$ cat config.mk
export PLATFORM = sky130hd
export DESIGN_NAME = dac_playback_sequencer
export DESIGN_NICKNAME = d
export VERILOG_FILES = /design/src/rtl/dac_playback_sequencer.sv
export SDC_FILE = /design/constraint.sdc
export NUM_CORES = 1
export LEC_CHECK = 0
export ABC_CLOCK_PERIOD_IN_PS = 5920
export BUFFER_PORTS_ARGS = -buffer_cell sky130_fd_sc_hd__buf_2
export CORE_ASPECT_RATIO = 2
export CORE_MARGIN = 3
export CORE_UTILIZATION = 45
export DETAILED_ROUTE_END_ITERATION = 6
export GPL_TIMING_DRIVEN = 1
export HOLD_SLACK_MARGIN = 0.03
export PLACE_DENSITY = 0.66
export SYNTH_ARGS = -nofsm -noshare
export SYNTH_HDL_FRONTEND = slang
export SYNTH_SLANG_ARGS = --single-unit
$ cat constraint.sdc
create_clock -name SPLB_Clk -period 5.92 [get_ports SPLB_Clk]
set_input_delay 1.48 -clock SPLB_Clk [delete_from_list [all_inputs] [get_ports SPLB_Clk]]
set_output_delay 1.48 -clock SPLB_Clk [all_outputs]
set_load 0.01 [all_outputs]
$ cat src/rtl/dac_playback_sequencer.sv
// Streams {I,Q} sample pairs from sample memory to the DAC at a programmed rate, one-shot or loop.
// Optional DAC power-down request in IDLE is enabled by defining DAC_SEQ_PWRDN_EN.
module dac_playback_sequencer #(
    parameter int unsigned DAC_WIDTH = 10,
    parameter int unsigned ADDR_W    = 14,
    parameter int unsigned IDLE_CODE = 512
) (
    input  logic                   SPLB_Clk,
    input  logic                   SPLB_Rst,
    input  logic                   cfg_start,
    input  logic                   cfg_stop,
    input  logic                   cfg_loop,
    input  logic [ADDR_W-1:0]      cfg_len,
    input  logic [15:0]            cfg_div,
    output logic                   mem_rd_en,
    output logic [ADDR_W-1:0]      mem_addr,
    input  logic [2*DAC_WIDTH-1:0] mem_rd_data,
    output logic [DAC_WIDTH-1:0]   dac_i,
    output logic [DAC_WIDTH-1:0]   dac_q,
    output logic                   dac_strobe,
    output logic                   busy,
    output logic                   done,
    output logic                   S_PWRDN
);

    localparam logic [DAC_WIDTH-1:0] IdleCode = DAC_WIDTH'(IDLE_CODE);

    typedef enum logic [1:0] {StIdle, StPrime, StRun} state_e;

    state_e                 state_q;
    logic                   mem_rd_en_q;
    logic [ADDR_W-1:0]      mem_addr_q;
    logic                   data_vld_q;
    logic [2*DAC_WIDTH-1:0] prefetch_q;
    logic [DAC_WIDTH-1:0]   dac_i_q;
    logic [DAC_WIDTH-1:0]   dac_q_q;
    logic                   dac_strobe_q;
    logic                   done_q;
    logic [ADDR_W-1:0]      len_m1_q;
    logic [15:0]            div_q;
    logic [15:0]            cnt_q;
    logic [ADDR_W-1:0]      cur_q;
    logic                   end_q;

    always_ff @(posedge SPLB_Clk or posedge SPLB_Rst) begin
        if (SPLB_Rst) begin
            state_q      <= StIdle;
            mem_rd_en_q  <= 1'b0;
            mem_addr_q   <= '0;
            data_vld_q   <= 1'b0;
            prefetch_q   <= '0;
            dac_i_q      <= IdleCode;
            dac_q_q      <= IdleCode;
            dac_strobe_q <= 1'b0;
            done_q       <= 1'b0;
            len_m1_q     <= '0;
            div_q        <= '0;
            cnt_q        <= '0;
            cur_q        <= '0;
            end_q        <= 1'b0;
        end else begin
            dac_strobe_q <= 1'b0;
            done_q       <= 1'b0;
            // Read data is valid the cycle after the request.
            data_vld_q   <= mem_rd_en_q;
            if (state_q != StIdle && cfg_stop) begin
                state_q     <= StIdle;
                mem_rd_en_q <= 1'b0;
                data_vld_q  <= 1'b0;
                dac_i_q     <= IdleCode;
                dac_q_q     <= IdleCode;
                end_q       <= 1'b0;
            end else begin
                case (state_q)
                    StIdle: begin
                        if (cfg_start && cfg_len != '0 && !cfg_stop) begin
                            len_m1_q    <= cfg_len - ADDR_W'(1);
                            div_q       <= (cfg_div < 16'd2) ? 16'd2 : cfg_div;
                            mem_rd_en_q <= 1'b1;
                            mem_addr_q  <= '0;
                            cur_q       <= '0;
                            end_q       <= 1'b0;
                            state_q     <= StPrime;
                        end
                    end
                    StPrime: begin
                        mem_rd_en_q <= 1'b0;
                        if (data_vld_q) begin
                            prefetch_q <= mem_rd_data;
                            cnt_q      <= '0;
                            state_q    <= StRun;
                        end
                    end
                    StRun: begin
                        mem_rd_en_q <= 1'b0;
                        if (data_vld_q) begin
                            prefetch_q <= mem_rd_data;
                        end
                        if (cnt_q == '0) begin
                            cnt_q <= div_q;
                            if (end_q) begin
                                // Tick after the last sample: finish without a strobe.
                                done_q  <= 1'b1;
                                dac_i_q <= IdleCode;
                                dac_q_q <= IdleCode;
                                end_q   <= 1'b0;
                                state_q <= StIdle;
                            end else begin
                                {dac_i_q, dac_q_q} <= prefetch_q;
                                dac_strobe_q       <= 1'b1;
                                if (cur_q == len_m1_q) begin
                                    if (cfg_loop) begin
                                        cur_q       <= '0;
                                        mem_rd_en_q <= 1'b1;
                                        mem_addr_q  <= '0;
                                    end else begin
                                        end_q <= 1'b1;
                                    end
                                end else begin
                                    cur_q       <= cur_q + ADDR_W'(1);
                                    mem_rd_en_q <= 1'b1;
                                    mem_addr_q  <= cur_q + ADDR_W'(1);
                                end
                            end
                        end else begin
                            cnt_q <= cnt_q - 16'd1;
                        end
                    end
                    default: state_q <= StIdle;
                endcase
            end
        end
    end

    assign mem_rd_en  = mem_rd_en_q;
    assign mem_addr   = mem_addr_q;
    assign dac_i      = dac_i_q;
    assign dac_q      = dac_q_q;
    assign dac_strobe = dac_strobe_q;
    assign done       = done_q;
    assign busy       = (state_q != StIdle);

`ifdef DAC_SEQ_PWRDN_EN
    assign S_PWRDN = (state_q == StIdle);
`else
    assign S_PWRDN = 1'b0;
`endif

endmodule
==> flow_summary.json, run 1 <==
{
  "critPathMaxFanout": 48,
  "post-route-period-util_pct": 61.3,
  "cts-root-buf": "clkbuf_16",
  "fin_area_um2": 6450,
  "postSynth.asyncResetShare_pct": 100,
  "clock_path_buffers": 2,
  "max_freq_mhz": 276,
  "cts.clk_slew.worst_paths_ns": 0.07,
  "slew_headroom_pct": 34.1,
  "core_area_um2": 12200,
  "fp.dieH_um": 164,
  "dieArea_um2": 13900,
  "vias": 4499,
  "hold_path.class": "flip-flop to flip-flop",
  "rsz0062_at_grt": "false",
  "dp_hpwl_um": 10300,
  "clock_sinks": 107,
  "overflow": 0,
  "slew_viol_final": 0,
  "synth-main-ff-cell": "dfrtp_1",
  "hold_viol": 0,
  "ys_seq_area_share_pct": 47.7,
  "wl_um": 13900,
  "dr.pass1.iters": 4,
  "leakage_nw": 3.16,
  "r2r_slack_ns": 2.69,
  "drive_gt1_share_pct": 26.9,
  "ys.warnings.count": 0,
  "grt_max_degree": 60,
  "grt_pass1_vias": 4642,
  "critPathArrivalTime_ns": 3.85,
  "hold_slack_ns": 0.494,
  "r2r_start": "cnt_q[0]",
  "setup_viol": 0,
  "core.rowCount": 57,
  "drtIter0Drc": 270,
  "syn_area_per_cell_um2": 10.0,
  "cp-end-kind": "flip-flop",
  "initial_core_util_pct": 46.0,
  "synthesis.area_um2": 5610,
  "drc": 0,
  "cts_hold_buf": 0,
  "syn_nets": 623,
  "antenna_left": 0,
  "cts_htree_levels": 3,
  "io_pins": 94,
  "cts_setup_buffers": 0,
  "grt_pass1_wl_um": 22400,
  "fill_cells": 1128,
  "final_common_cell": "dfrtp_1",
  "place.gp.congestion": 0.928,
  "maxCapViolations": 0,
  "cts_made_buffers": 9,
  "antenna_cells": 0,
  "most-common-layout-cells": "dfrtp_1, buf_2, nand2_1, o21ai_0, mux2_2",
  "grt_antenna_before_repair": 0,
  "synth_cell_types": 62,
  "startpoint": "cfg_len[8]",
  "avgRoutedWirePerCell_um": 17.5,
  "worstMarginPinSlew_ns": 0.988,
  "clock_latency_ns": 0.34,
  "die_width_um": 85.0,
  "viasPerCell": 5.69,
  "hp-start": "div_q[1]",
  "criticalPathCategory": "input port to flip-flop",
  "syn_inst": 560,
  "required_ns": 6.15,
  "setup_tns_ns": 0,
  "io_buffers": 92,
  "areaGrowthSynthToFinish_pct": 14.9,
  "ys_seq_elements": 107,
  "fin_skew_ns": 0.00909,
  "cts_resized": 0,
  "tritoncts": "yes",
  "outcome": "complete, no violations",
  "fin_crit_ns": 3.63,
  "track_usage_pct": 20.3,
  "ir_drop_mv": 0.426,
  "design_power_total_mw": 3.67,
  "synth_edf_count": 0,
  "p_per_area_nw_per_um2": 569,
  "cp-start-kind": "input port",
  "placed_area_um2": 6150,
  "fin_nets": 702,
  "fin_util_pct": 52.9
}
## cells by family after synthesis
kind of cell | count (synthesis) | synth area share, %
other | 1 | 0.0668
DFF | 107 | 47.7
buffers and inverters | 61 | 4.79
muxes | 59 | 11.4
AOI/OAI and AO/OA | 103 | 12.2
xor gates and xnor gates | 26 | 4.06
adders and majority gates | 8 | 1.78
and+or+nand+nor | 195 | 18.0
## flip-flops by register name, summed over array words and instances, names as in the netlist
| register | cells |
|---|---|
| dac_i | 10 |
| len_m1_q | 14 |
| prefetch_q | 20 |
| mem_rd_en | 1 |
| end_q | 1 |
| cnt_q | 16 |
| data_vld_q | 1 |
| state_q | 2 |
| div_q | 16 |
| cur_q | 14 |
| done | 1 |
| dac_strobe | 1 |
| dac_q | 10 |
## Yosys cell counts (all sizes together), types with 2 or more instances
master / number / share of area, %
clkbuf: 14 / 0.94
o211ai: 4 / 0.54
xor2: 19 / 3.0
o21ai: 44 / 3.9
a31oi: 2 / 0.22
mux2i: 21 / 3.7
dfstp: 2 / 0.94
a21oi: 18 / 1.6
mux2: 38 / 7.6
nor4b: 2 / 0.31
nand2: 61 / 4.1
or4: 7 / 1.1
a221o: 11 / 2.0
or3: 8 / 0.91
o22ai: 2 / 0.22
nor3: 20 / 1.8
nor4: 15 / 1.7
and2: 3 / 0.38
nor2b: 4 / 0.45
and3: 14 / 1.7
nand4: 6 / 0.67
o2bb2ai: 2 / 0.31
inv: 34 / 2.3
xnor2: 7 / 1.1
nor2: 31 / 2.1
ha: 8 / 1.8
dfrtp: 105 / 47
buf: 13 / 1.6
a22oi: 4 / 0.54
o311ai: 2 / 0.31
or3b: 2 / 0.31
o221ai: 2 / 0.31
or2: 6 / 0.67
a211oi: 3 / 0.40
nand3: 9 / 0.89
o41ai: 2 / 0.65
## critical path, stage by stage
cell and delay [ns]:
buf_2 0.13, or4_1 0.63, o41a_1 0.44, nand3_2 0.64
o21ai_1 0.19, mux2_1 0.34
## power by group
group	total [mW]	switching (mW)	internal, mW	leakage (nW)
sequential	1.25	0.216	1.04	1.36
combinational	1.81	1.08	0.723	1.66
clock	0.612	0.271	0.342	0.138
total	3.67	1.57	2.10	3.16
## layer usage
metal,up-vias,part of all wire [%],GRT usage (%)
met2,105,57,38.7
met5,-,0,0
met1,2214,36,20.8
met4,0,3.1,9.65
met3,32,3.5,3.41
li1,2148,-,-
## stage by stage
step           worst slack (ns)  instances
3_5_place_dp               1.97        775
3_3_place_gp               2.04        775
6_report                   2.29        791
5_1_grt                    2.18        791
2_1_floorplan              1.63        560
4_1_cts                    2.32        791
## path summary, 6_finish.rpt
| kind | to | cells past startpoint |
|---|---|---|
| worst max-delay path | end_q | 6 |
| worst min-delay path | div_q[1] | 2 |
| worst max register to register | end_q | 7 |
| worst min register to register | div_q[1] | 2 |
| max in group asynchronous | cnt_q[2] | 3 |
| min in group asynchronous | prefetch_q[14] | 2 |
## layout make-up
class	count	area, um^2	area share [%]
clock inverters	5	61.3	0.950
well taps	147	184	2.85
clock buffers	11	243	3.76
inverters	34	130	2.02
flip-flops and latches	107	2680	41.5
multi-input cells	392	2670	41.4
repair buffers	95	483	7.49
(Power assumes the default switching activity.)
==> run 2: changes to the inputs <==
Settings changed: ABC_CLOCK_PERIOD_IN_PS 5920 to 3750.
Clock period 5.92 ns to 3.75 ns, I/O delays scaled along.
==> run 2 against run 1 <==
  * Via count fell by 0.33%
  * Register-to-register slack got worse by 1.7 ns
  * Total power up 59%
  * Clock skew hardly changed
  * Utilization grew 0.38 points
  * Critical path depth rose by 2
  * Sequential power grew 58%
  * Non-clock buffer count is 8 higher
  * Clock power increased by 50%
  * Die area unchanged
  * Sequential share of layout area decreased by 0.30 points
  * Wire length fell by 1.6%
  * Critical endpoint unchanged
  * Largest cell class unchanged
==> flow_summary.json, run 2 (synthesized netlist as in run 1, its figures left out) <==
{
  "outcome": "complete, no violations",
  "grt_pass1_vias": 4586,
  "path_cells": "buf_2 -> inv_1 -> ha_1 -> or3b_2 -> o41a_1 -> nand3_2 -> o21ai_1 -> mux2_1",
  "maxCapViolations": 0,
  "cts-root-buf": "clkbuf_16",
  "max_freq_mhz": 358,
  "fin_crit_ns": 2.79,
  "criticalPathCategory": "input port to flip-flop",
  "hp-start": "div_q[1]",
  "overflow": 0,
  "dr.pass1.iters": 4,
  "reg_top3": "prefetch_q (20), cnt_q (16), div_q (16)",
  "critPathArrivalTime_ns": 3.03,
  "final_common_cell": "dfrtp_1",
  "drc": 0,
  "critical_path_buf_inv_count": 2,
  "io_pins": 94,
  "place_ws_ns": 0.577,
  "r2r_start": "cnt_q[0]",
  "track_usage_pct": 20.3,
  "ir_drop_mv": 0.563,
  "most-common-layout-cells": "dfrtp_1, buf_2, nand2_1, o21ai_0, mux2_2",
  "worstHoldPathCells": 2,
  "die_width_um": 85.0,
  "clock_path_buffers": 2,
  "drive_gt1_share_pct": 27.9,
  "cp-start-kind": "input port",
  "antenna_left": 0,
  "clock_sinks": 107,
  "largest_reg_flops": 20,
  "vias": 4484,
  "critPathMaxFanout": 23,
  "avgRoutedWirePerCell_um": 17.1,
  "cts_setup_buffers": 0,
  "core_area_um2": 12200,
  "rsz0062_at_grt": "false",
  "cts_made_buffers": 9,
  "leakage_nw": 3.19,
  "slowest_delay_ns": 0.49,
  "cts_htree_levels": 3,
  "regMostFlops": "prefetch_q",
  "required_ns": 3.98,
  "dieArea_um2": 13900,
  "hold_viol": 0,
  "r2r-end": "cur_q[11]",
  "setup_viol": 0,
  "hold_path.class": "flip-flop to flip-flop",
  "viasPerCell": 5.61,
  "post-route-period-util_pct": 74.5,
  "reg2regPathDepth": 7,
  "wl_um": 13700,
  "worstMarginPinSlew_ns": 0.962,
  "slew_headroom_pct": 35.0,
  "startpoint": "cfg_len[0]",
  "crit_end": "end_q",
  "fin_nets": 710,
  "cts_resized": 0,
  "dp_hpwl_um": 10400,
  "drtIter0Drc": 233,
  "setup_ws_ns": 0.955,
  "place.gp.congestion": 0.892,
  "fp.dieH_um": 164,
  "clock_latency_ns": 0.35,
  "cp_top_family": "simple AND/OR/NAND/NOR gates",
  "r2r_slack_ns": 0.97,
  "hold_slack_ns": 0.490,
  "grt_pass1_wl_um": 22500,
  "fin_skew_ns": 0.00923,
  "areaGrowthSynthToFinish_pct": 15.8,
  "slew_viol_final": 0,
  "tritoncts": "yes",
  "crit_slowest_cell": "or3b_2",
  "fin_util_pct": 53.3,
  "setup_tns_ns": 0,
  "cp_num_cells": 8,
  "grt_antenna_before_repair": 1,
  "cts.clk_slew.worst_paths_ns": 0.07,
  "core.rowCount": 57,
  "io_buffers": 92,
  "grt_max_degree": 67,
  "antenna_cells": 0,
  "cp-end-kind": "flip-flop",
  "p_per_area_nw_per_um2": 899,
  "initial_core_util_pct": 46.0,
  "cts_hold_buf": 0,
  "fill_cells": 1144
}
[run 2: worst reg2reg max path, delay by kind of cell (launching register included)]
kind	cells	cell delay, ns
compound gates	2	0.86
flops	1	0.40
fa+ha+maj	1	0.15
simple gates	2	0.90
mux	1	0.24
buf+inv	1	0.12
[run 2: worst min path at each step]
stage	end	slack (ns)
after floorplan	div_q[1]	0.45
after CTS	div_q[1]	0.49
after global placement	div_q[1]	0.47
after global routing	prefetch_q[7]	0.53
after detailed placement	div_q[1]	0.47
final	div_q[1]	0.49
[run 2: final cells by class]
type	count	area (um^2)	share of cell area [%]
flip-flops and latches	107	2680	41.2
multi-input cells	392	2670	41.1
repair buffers	103	543	8.36
clock buffers	10	239	3.68
well taps	147	184	2.83
inverters	34	131	2.02
clock inverters	6	50.0	0.770
[run 2: stage by stage]
step | std cells | power, mW | cell area (um^2)
after floorplan | 560 | 4.12 | 5620
after global placement | 783 | 4.84 | 6210
after detailed placement | 783 | 4.94 | 6210
after CTS | 799 | 5.87 | 6500
after global routing | 799 | 6.34 | 6500
final | 799 | 5.84 | 6500
[run 2: power breakdown]
part,internal (mW),switching (mW)
combinational,1.24,1.71
clock,0.476,0.440
sequential,1.63,0.338
[run 2: layer usage]
layer	track usage (%)	wire length, um	up-vias	share of wire (%)
li1	-	-	2158	-
met1	21.2	4940	2170	36
met5	0	13	-	0.095
met2	38.4	7760	112	57
met4	9.08	438	2	3.2
met3	4.02	508	42	3.7
==> run 3: changes to the inputs <==
Settings changed: ABC_CLOCK_PERIOD_IN_PS 3750 to 2400, PLACE_DENSITY 0.66 to 0.69.
Clock period 3.75 ns to 2.4 ns, I/O delays scaled along.
==> run 3 against run 2 <==
  * Total power rose by 64%
  * Final cell count is 4.6% higher
  * Clock-buffer cell count down 1
  * Register-to-register slack got worse by 0.83 ns
  * Setup slack worse by 0.81 ns
  * Global-route usage increased by 0.54 points
  * Critical endpoint is now cnt_q[14]
  * Utilization increased by 2.8 points
  * Sequential share of layout area fell by 2.0 points
  * Critical path type is now flip-flop to flip-flop
  * Sequential cell count did not move
==> flow_summary.json, run 3 (synthesized netlist as in run 1, its figures left out) <==
{
  "cts-root-buf": "clkbuf_16",
  "cts_hold_buf": 0,
  "io_buffers": 92,
  "ir_drop_mv": 0.806,
  "required_ns": 2.60,
  "antenna_cells": 0,
  "largest_reg_flops": 20,
  "r2r-end": "cnt_q[14]",
  "cp_top_family": "simple AND/OR/NAND/NOR gates",
  "fin_util_pct": 56.1,
  "setup_viol": 0,
  "cell_internal_pwr_mw": 5.53,
  "maxCapViolations": 0,
  "startpoint": "cnt_q[0]",
  "grt_pass1_vias": 4812,
  "post-route-period-util_pct": 94.1,
  "clock_latency_ns": 0.35,
  "fin_crit_ns": 2.26,
  "io_pins": 94,
  "placed_cells": 820,
  "hold_viol": 0,
  "areaGrowthSynthToFinish_pct": 21.8,
  "grt_antenna_before_repair": 0,
  "wl_um": 14100,
  "max_freq_mhz": 443,
  "slowest_delay_ns": 0.51,
  "initial_core_util_pct": 46.0,
  "pwr-share-clk_pct": 15.1,
  "avgRoutedWirePerCell_um": 16.9,
  "dr.pass1.iters": 4,
  "most-common-layout-cells": "dfrtp_1, buf_2, nand2_1, buf_4, o21ai_0",
  "sw_frac_of_total_pct": 42.1,
  "leakage_nw": 3.40,
  "seqPwrFrac_pct": 32.1,
  "overflow": 0,
  "core.rowCount": 57,
  "cts_resized": 0,
  "grt_max_degree": 59,
  "cp-start-kind": "flip-flop",
  "drtIter0Drc": 213,
  "hold_path.class": "input port to asynchronous set/reset pin",
  "fin_skew_ns": 0.0102,
  "fin_cells": 836,
  "clock_sinks": 107,
  "antenna_left": 0,
  "critPathArrivalTime_ns": 2.46,
  "r2r_slack_ns": 0.14,
  "crit_slowest_cell": "or3b_2",
  "crit_end": "cnt_q[14]",
  "reg_top3": "prefetch_q (20), cnt_q (16), div_q (16)",
  "clock_path_buffers": 2,
  "cts.clk_slew.worst_paths_ns": 0.07,
  "combPwrFrac_pct": 52.8,
  "rsz0062_at_grt": "false",
  "fill_cells": 1061,
  "path_cells": "inv_1 -> ha_1 -> or3b_2 -> or4_1 -> o41ai_1 -> a22oi_1",
  "core_area_um2": 12200,
  "track_usage_pct": 20.9,
  "cp_num_cells": 6,
  "dieArea_um2": 13900,
  "drc": 0,
  "p_per_area_nw_per_um2": 1400,
  "regMostFlops": "prefetch_q",
  "grt_pass1_wl_um": 23100,
  "criticalPathCategory": "flip-flop to flip-flop",
  "cp-end-kind": "flip-flop",
  "r2r_start": "cnt_q[0]",
  "critPathMaxFanout": 4,
  "reg2regPathDepth": 6,
  "die_width_um": 85.0,
  "viasPerCell": 5.62,
  "critical_path_buf_inv_count": 1,
  "cts_setup_buffers": 0,
  "vias": 4702,
  "place.gp.congestion": 0.895,
  "hold_slack_ns": 0.194,
  "fin_nets": 747,
  "cts_htree_levels": 3,
  "outcome": "complete, no violations",
  "switchingPower_mw": 4.02,
  "slew_viol_final": 0,
  "final_common_cell": "dfrtp_1",
  "drive_gt1_share_pct": 32.1,
  "fp.dieH_um": 164,
  "dp_hpwl_um": 10900,
  "cts_made_buffers": 9,
  "tritoncts": "yes"
}
run 3: cell types whose count changed in the layout (fill, tap and decap cells not counted):
cell / previous run / this run
nor4b_1: 2 / 1
ha_1: 8 / 7
inv_6: 0 / 3
inv_8: 1 / 2
clkinv_2: 1 / 0
clkinvlp_4: 2 / 1
ha_2: 0 / 1
clkinv_4: 3 / 2
clkbuf_8: 1 / 0
nor4b_2: 0 / 1
buf_12: 0 / 4
buf_4: 11 / 44
run 3: worst min path at each step:
| stage | to | depth (start not counted) | slack (ns) |
|---|---|---|---|
| 2_1_floorplan | div_q[1] | 2 | 0.45 |
| 3_3_place_gp | div_q[1] | 2 | 0.47 |
| 3_5_place_dp | div_q[1] | 2 | 0.48 |
| 4_1_cts | dac_i[3] | 2 | 0.19 |
| 5_1_grt | dac_i[3] | 2 | 0.20 |
| 6_report | dac_i[3] | 2 | 0.19 |
run 3: metal layers:
layer  up-vias  global-route usage, %  wire length (um)
met1      2284                   20.8              4860
met4         0                   9.65               451
met2       138                   40.6              8180
met5         -                      0                 0
met3        38                   3.56               607
li1       2242                      -                 -
run 3: final cells by class:
class,instances,area [um^2],share of cell area [%]
repair buffers,140,871,12.7
well taps,147,184,2.69
clock buffers,9,225,3.29
multi-input cells,392,2680,39.2
flip-flops and latches,107,2680,39.2
clock inverters,7,66.3,0.970
inverters,34,131,1.92
run 3: power groups by stage:
stage	Sequential [mW]	Clock [mW]	Combinational, mW
3_3_place_gp	3.06	0	4.84
5_1_grt	3.16	1.55	5.53
6_report	3.07	1.45	5.04
3_5_place_dp	3.10	0	4.98
4_1_cts	3.06	1.49	5.01
2_1_floorplan	3.03	0	3.41
run 3: per-stage QoR:
step / setup slack (ns) / power (mW) / cell area, um^2 / TNS, ns
finish: 0.141 / 9.55 / 6840 / 0
global route: 0.0108 / 10.2 / 6840 / 0
CTS: 0.0478 / 9.57 / 6830 / 0
detailed placement: -0.194 / 8.07 / 6540 / -5.42
global placement: -0.126 / 7.89 / 6540 / -3.54
floorplan: 0.0341 / 6.44 / 5620 / 0
